$ cat config.mk
export PLATFORM = sky130hd
export DESIGN_NAME = branch_unit
export DESIGN_NICKNAME = d
export VERILOG_FILES = /design/src/rtl/branch_pkg.sv /design/src/rtl/return_stack.sv /design/src/rtl/branch_unit.sv
export SDC_FILE = /design/constraint.sdc
export NUM_CORES = 1
export LEC_CHECK = 0
export CAP_MARGIN = 10
export CORE_ASPECT_RATIO = 0.75
export CORE_MARGIN = 1.5
export CORE_UTILIZATION = 49
export DETAILED_ROUTE_END_ITERATION = 12
export GPL_TIMING_DRIVEN = 0
export MAX_ROUTING_LAYER = met4
export PLACE_DENSITY_LB_ADDON = 0.3
export RECOVER_POWER = 50
export SETUP_SLACK_MARGIN = 0.15
export SLEW_MARGIN = 10
export SYNTH_ARGS = -nofsm -noshare
export SYNTH_HDL_FRONTEND = slang
export SYNTH_SLANG_ARGS = --single-unit
$ cat constraint.sdc
create_clock -name clk -period 3.45 [get_ports clk]
set_input_delay 0.5175 -clock clk [delete_from_list [all_inputs] [get_ports clk]]
set_output_delay 0.5175 -clock clk [all_outputs]
set_load 0.005 [all_outputs]
$ cat src/rtl/branch_pkg.sv
// Shared types for the branch unit: opcode encodings and the opcode enum.
package branch_pkg;

    localparam logic [1:0] OP_NEXT_ENC = 2'b00;
    localparam logic [1:0] OP_PAGE_ENC = 2'b01;
    localparam logic [1:0] OP_ABS_ENC  = 2'b10;
    localparam logic [1:0] OP_RET_ENC  = 2'b11;

    typedef enum logic [1:0] {
        NEXT = OP_NEXT_ENC,
        PAGE = OP_PAGE_ENC,
        ABS  = OP_ABS_ENC,
        RET  = OP_RET_ENC
    } br_op_t;

endpackage

$ cat src/rtl/return_stack.sv
// Circular return-address stack: push overwrites the oldest entry when full,
// replace swaps the top in place, with sticky overflow/underflow flags.
module return_stack #(
    parameter int unsigned WIDTH     = 16,
    parameter int unsigned RAS_DEPTH = 4
) (
    input  logic                         clk,
    input  logic                         reset,
    input  logic                         push,
    input  logic                         pop,
    input  logic                         replace,
    input  logic [WIDTH-1:0]             wdata,
    output logic [WIDTH-1:0]             top,
    output logic [$clog2(RAS_DEPTH):0]   count,
    output logic                         overflow,
    output logic                         underflow
);

    localparam int unsigned PTR_W = $clog2(RAS_DEPTH);
    localparam int unsigned CNT_W = PTR_W + 1;
    localparam logic [CNT_W-1:0] FULL = CNT_W'(RAS_DEPTH);

    logic [WIDTH-1:0] mem_q [RAS_DEPTH];
    logic [PTR_W-1:0] tp_q, tp_d;
    logic [CNT_W-1:0] cnt_q, cnt_d;
    logic             ovf_q, ovf_d;
    logic             unf_q, unf_d;
    logic             wr_en;
    logic [PTR_W-1:0] wr_idx;
    logic             empty, full;

    assign empty = (cnt_q == '0);
    assign full  = (cnt_q == FULL);

    always_ff @(posedge clk or posedge reset) begin
        if (reset) begin
            tp_q  <= '0;
            cnt_q <= '0;
            ovf_q <= 1'b0;
            unf_q <= 1'b0;
        end else begin
            tp_q  <= tp_d;
            cnt_q <= cnt_d;
            ovf_q <= ovf_d;
            unf_q <= unf_d;
        end
    end

    // Entry contents are don't-care after reset, so the array has no reset.
    always_ff @(posedge clk) begin
        if (wr_en) begin
            mem_q[wr_idx] <= wdata;
        end
    end

    always_comb begin
        tp_d   = tp_q;
        cnt_d  = cnt_q;
        ovf_d  = ovf_q;
        unf_d  = unf_q;
        wr_en  = 1'b0;
        wr_idx = tp_q;
        // Replace on an empty stack degrades to a push plus underflow.
        if (push || (replace && empty)) begin
            tp_d   = tp_q + 1'b1;
            wr_en  = 1'b1;
            wr_idx = tp_q + 1'b1;
            if (full) begin
                ovf_d = 1'b1;
            end else begin
                cnt_d = cnt_q + CNT_W'(1);
            end
            if (replace) begin
                unf_d = 1'b1;
            end
        end else if (replace) begin
            wr_en  = 1'b1;
            wr_idx = tp_q;
        end else if (pop) begin
            if (empty) begin
                unf_d = 1'b1;
            end else begin
                tp_d  = tp_q - 1'b1;
                cnt_d = cnt_q - CNT_W'(1);
            end
        end
    end

    assign top       = empty ? '0 : mem_q[tp_q];
    assign count     = cnt_q;
    assign overflow  = ovf_q;
    assign underflow = unf_q;

endmodule

$ cat src/rtl/branch_unit.sv
// Registered PC with next-PC selection (sequential, page-relative, absolute,
// return) and a hardware return-address stack for nested calls.
module branch_unit
    import branch_pkg::*;
#(
    parameter int unsigned      WIDTH     = 16,
    parameter int unsigned      LO_BITS   = 8,
    parameter int unsigned      OFF_BITS  = 3,
    parameter int unsigned      RAS_DEPTH = 4,
    parameter logic [WIDTH-1:0] RESET_PC  = '0
) (
    input  logic                         clk,
    input  logic                         reset,
    input  logic                         stall,
    input  br_op_t                       op,
    input  logic                         link,
    input  logic                         carry,
    input  logic [WIDTH-1:0]             abs_target,
    input  logic [LO_BITS-1:0]           lo_target,
    input  logic [OFF_BITS-1:0]          page_off,
    output logic [WIDTH-1:0]             pc,
    output logic [WIDTH-1:0]             ras_top,
    output logic [$clog2(RAS_DEPTH):0]   ras_count,
    output logic                         ras_overflow,
    output logic                         ras_underflow
);

    localparam int unsigned HI_BITS = WIDTH - LO_BITS;

    logic [WIDTH-1:0]   pc_q, pc_d;
    logic [WIDTH-1:0]   pc_plus1;
    logic [HI_BITS-1:0] pc_hi, off_ext, page_hi;
    logic               ras_empty;
    logic               st_push, st_pop, st_replace;
    logic [WIDTH-1:0]   st_top;
    logic [$clog2(RAS_DEPTH):0] st_count;

    always_ff @(posedge clk or posedge reset) begin
        if (reset) begin
            pc_q <= RESET_PC;
        end else begin
            pc_q <= pc_d;
        end
    end

    assign pc_plus1 = pc_q + 1'b1;
    assign pc_hi    = pc_q[WIDTH-1:LO_BITS];
    // Size-casting a signed operand sign-extends the page offset.
    assign off_ext  = HI_BITS'($signed(page_off));
    assign page_hi  = pc_hi + off_ext + HI_BITS'(carry);
    assign ras_empty = (st_count == '0);

    always_comb begin
        pc_d = pc_q;
        if (!stall) begin
            case (op)
                NEXT:    pc_d = pc_plus1;
                PAGE:    pc_d = {page_hi, lo_target};
                ABS:     pc_d = abs_target;
                RET:     pc_d = ras_empty ? pc_plus1 : st_top;
                default: pc_d = pc_plus1;
            endcase
        end
    end

    // Stack control; a linked RET is a tail-call swap of the top entry.
    always_comb begin
        st_push    = 1'b0;
        st_pop     = 1'b0;
        st_replace = 1'b0;
        if (!stall) begin
            if (op == RET) begin
                st_replace = link;
                st_pop     = !link;
            end else begin
                st_push    = link;
            end
        end
    end

    return_stack #(
        .WIDTH     (WIDTH),
        .RAS_DEPTH (RAS_DEPTH)
    ) u_ras (
        .clk       (clk),
        .reset     (reset),
        .push      (st_push),
        .pop       (st_pop),
        .replace   (st_replace),
        .wdata     (pc_plus1),
        .top       (st_top),
        .count     (st_count),
        .overflow  (ras_overflow),
        .underflow (ras_underflow)
    );

    assign pc        = pc_q;
    assign ras_top   = st_top;
    assign ras_count = st_count;

endmodule

==> summary.txt <==
Run status
  • Status: completed

Power and ir drop
  • Clock network power share: 23.5%
  • Peak supply drop: 472 µV
  • LEAKAGE: 2.14 nW
  • Pwr per Cell Area: 750 nW/µm²
  • Total power: 4.50 mW
  • Comb power frac: 42.3%
  • Sw power: 1.54 mW
  • Sequential share of power: 34.2%
  • Cell Int Power: 2.96 mW
  • Sw frac: 34.2%

Place
  • Dpl cells: 604
  • Placer congestion estimate: 0.926
  • DP HPWL: 9650 µm
  • IO buf count: 70

Finish
  • Share of post-route cells with drive strength above 1: 11.3%
  • Area growth syn-to-layout: 26.2%
  • Fillers: 742
  • Number of antenna repair diodes: 0
  • Nets: 538
  • Finished Layout Cells: 624

Job
  • Max Cap Viol: 0

Die
  • Die Footprint: 10300 µm²
  • Core area: 9230 µm²
  • Initial core utilization: 51.5%
  • Num ports: 71
  • FP Rows: 30
  • Die extent in x: 117 µm
  • Die height: 88.3 µm

Route
  • Met2 wire length: 6370 µm
  • Routed metal-1 wire length: 5610 µm
  • Drt via density: 6.22
  • Via count: 3881
  • ANT nets after route: 0
  • Initial DRT Pass Iterations: 5
  • DR WL/cell: 21.7 µm
  • Wire length on met3: 1290 µm
  • Top metal layer carrying routed signals: met4
  • Total wire length: 13500 µm
  • DRT iter0 DRCs: 544
  • Residual DRC: 0

Yosys
  • Synth Instances: 403
  • Flops & latches, synth: 87
  • Area leader, netlist: edfxtp_1
  • Most instantiated cells after synthesis: 64 x edfxtp_1, 27 x o21ai_0, 25 x a21oi_1
  • Count leader, synth: edfxtp_1
  • Post-Syn Area: 4750 µm²
  • Synth warn: 0
  • Seq/Total Area, Yosys: 52.5%
  • Post-synthesis async set-or-reset flop share: 26.4%
  • Synth area leaders: edfxtp_1 40%, dfrtp_1 12%, mux4_2 7.6%, o21ai_0 2.8%, a21oi_1 2.6%
  • Mapped Nets: 450
  • Syn_area_per_cell: 11.8 µm²
  • Synth top area share: 40.4%
  • Synth unique cells: 53
  • Number of synthesized flops with an enable pin: 64
  • Ys flop type: edfxtp_1

Setup path
  • Crit end category: flip-flop
  • Critical path buffer and inverter count: 2
  • Max stage delay on crit path: 0.69 ns
  • Worst-path maximum fanout: 9
  • Worst path cell trace: dlygate4sd3_1 -> and2_0 -> a21oi_2 -> ha_1 -> nor3b_4 -> buf_4
  • Critical path's slowest cell: dlygate4sd3_1
  • Startpoint type of the worst setup path: primary input
  • WP data arrival: 3.27 ns
  • CP delay by family, top: simple AND/OR/NAND/NOR gates
  • WS Path Type: in2reg
  • Worst EP required: 3.49 ns

Timing
  • Worst hold slack: 0.463 ns
  • Relative slew slack: 27.8%
  • Final Skew: 0.00777 ns
  • Fin. max-slew vios: 0
  • Worst-Margin Slew: 1.08 ns
  • Final min period: 3.23 ns
  • Peak Freq: 310 MHz
  • Final Cycle Share: 93.5%
  • Final Hold Viols: 0
  • RSZ-0062 raised after global routing: false
  • Final setup viols: 0

Global routing
  • Total global routing overflow: 0
  • Initial antenna violation count: 0
  • Vias in the first global route: 3763
  • All-layer global routing usage: 29.0%
  • Largest net degree at the start of global routing: 24
  • First-pass GRT wire length: 20800 µm

Clocking
  • CTS buffer count: 9
  • CTS tree: yes
  • Clock buffer depth: 2
  • Clock slew at reported path FFs: 0.06 ns
  • Sink Count: 87
  • Root Buffer: clkbuf_16
  • Clock Latency Late Sink: 0.34 ns
  • CTS H-Tree Depth: 3

Hold path
  • Worst hold path class: reg2reg
cell families (layout without fill, tap and decap cells):
logic type | count (synthesis) | in the layout | synth area share [%]
compound gates | 103 | 103 | 13.7
flops | 87 | 87 | 52.5
fa+ha+maj | 13 | 13 | 3.89
buf+inv | 42 | 135 | 3.50
mux | 26 | 26 | 9.82
xor+xnor | 23 | 23 | 4.24
simple gates | 109 | 109 | 12.4
stage by stage:
step / cell area (µm²) / utilization [%] / worst slack (ns) / TNS (ns)
after floorplan: 4750 / - / 0.218 / 0
after global placement: 5620 / 60.8 / -1.62 / -75.64
after detailed placement: 5650 / 61.2 / -0.364 / -11.60
after CTS: 5990 / 64.8 / 0.0826 / 0
after global routing: 6000 / 65.0 / 0.124 / 0
final: 6000 / 65.0 / 0.225 / 0
layout by cell type, fill, tap and decap left out, drive strengths merged, types with 4 or more instances in the layout:
cell type / n
a21oi: 25
or3: 4
o21ai: 28
ha: 10
nand4: 4
edfxtp: 64
clkbuf: 29
mux2i: 5
and2: 16
xnor2: 13
nor3: 7
nor2: 24
xor2: 10
inv: 20
nand2: 21
nand3: 10
o22ai: 4
mux4: 16
o21a: 6
nor2b: 5
dfrtp: 23
nand2b: 5
clkdlybuf4s50: 47
mux2: 5
a211oi: 11
o211ai: 4
buf: 11
dlygate4sd3: 23
a31oi: 7
power groups by stage:
stage | combinational (mW) | sequential [mW] | clock [mW]
2_1_floorplan | 1.08 | 1.52 | 0
3_3_place_gp | 1.82 | 1.56 | 0
3_5_place_dp | 1.89 | 1.56 | 0
4_1_cts | 1.91 | 1.54 | 1.06
5_1_grt | 2.06 | 1.56 | 1.11
6_report | 1.90 | 1.54 | 1.06
timing repair:
action / CTS / global route
setup buffers: 0 / 4
pin swaps: 0 / 0
setup endpoints to repair: 43 / 41
hold buffers: 0 / 0
resized for setup: 3 / 3
final timing paths:
| path | startpoint | end | slack [ns] | cells after the start |
|---|---|---|---|---|
| max in group asynchronous | reset | pc[5] | 1.90 | 2 |
| min in group asynchronous | reset | u_ras.count[2] | 0.88 | 2 |
| hold reg to reg | u_ras.underflow | u_ras.underflow | 0.46 | 1 |
| hold / removal | u_ras.underflow | u_ras.underflow | 0.46 | 1 |
| setup / recovery | op[0] | u_ras.mem_q[2][6] | 0.22 | 6 |
| setup reg to reg | pc[2] | pc[15] | 0.61 | 7 |
area by class of cell:
cell class,count,area (µm²),area share [%]
Buffer,24,97.6,1.63
Clock buffer,9,225,3.75
Clock inverter,7,95.1,1.58
Inverter,18,67.6,1.13
Multi-Input combinational cell,274,2100,35.1
Sequential cell,87,2500,41.6
Tap cell,128,160,2.67
Timing Repair Buffer,77,753,12.6
state kept, by name, indices dropped and copies added (netlist names):
signal           flops
u_ras.mem_q         64
pc                  16
u_ras.count          3
u_ras.tp_q           2
u_ras.overflow       1
u_ras.underflow      1
worst register-to-register path: cells and delay by family (launching register included):
kind                   cells  cell delay (ns)
and+or+nand+nor            3             1.44
DFF                        1             0.37
muxes                      1             0.36
buffers and inverters      1             0.32
AOI/OAI and AO/OA          2             0.21
routing by layer:
layer | up-vias | track usage, %
met5 | - | -
met2 | 259 | 44.1
met1 | 1902 | 39.2
met4 | 0 | 10.2
li1 | 1693 | -
met3 | 27 | 5.89
(Power assumes the default switching activity.)
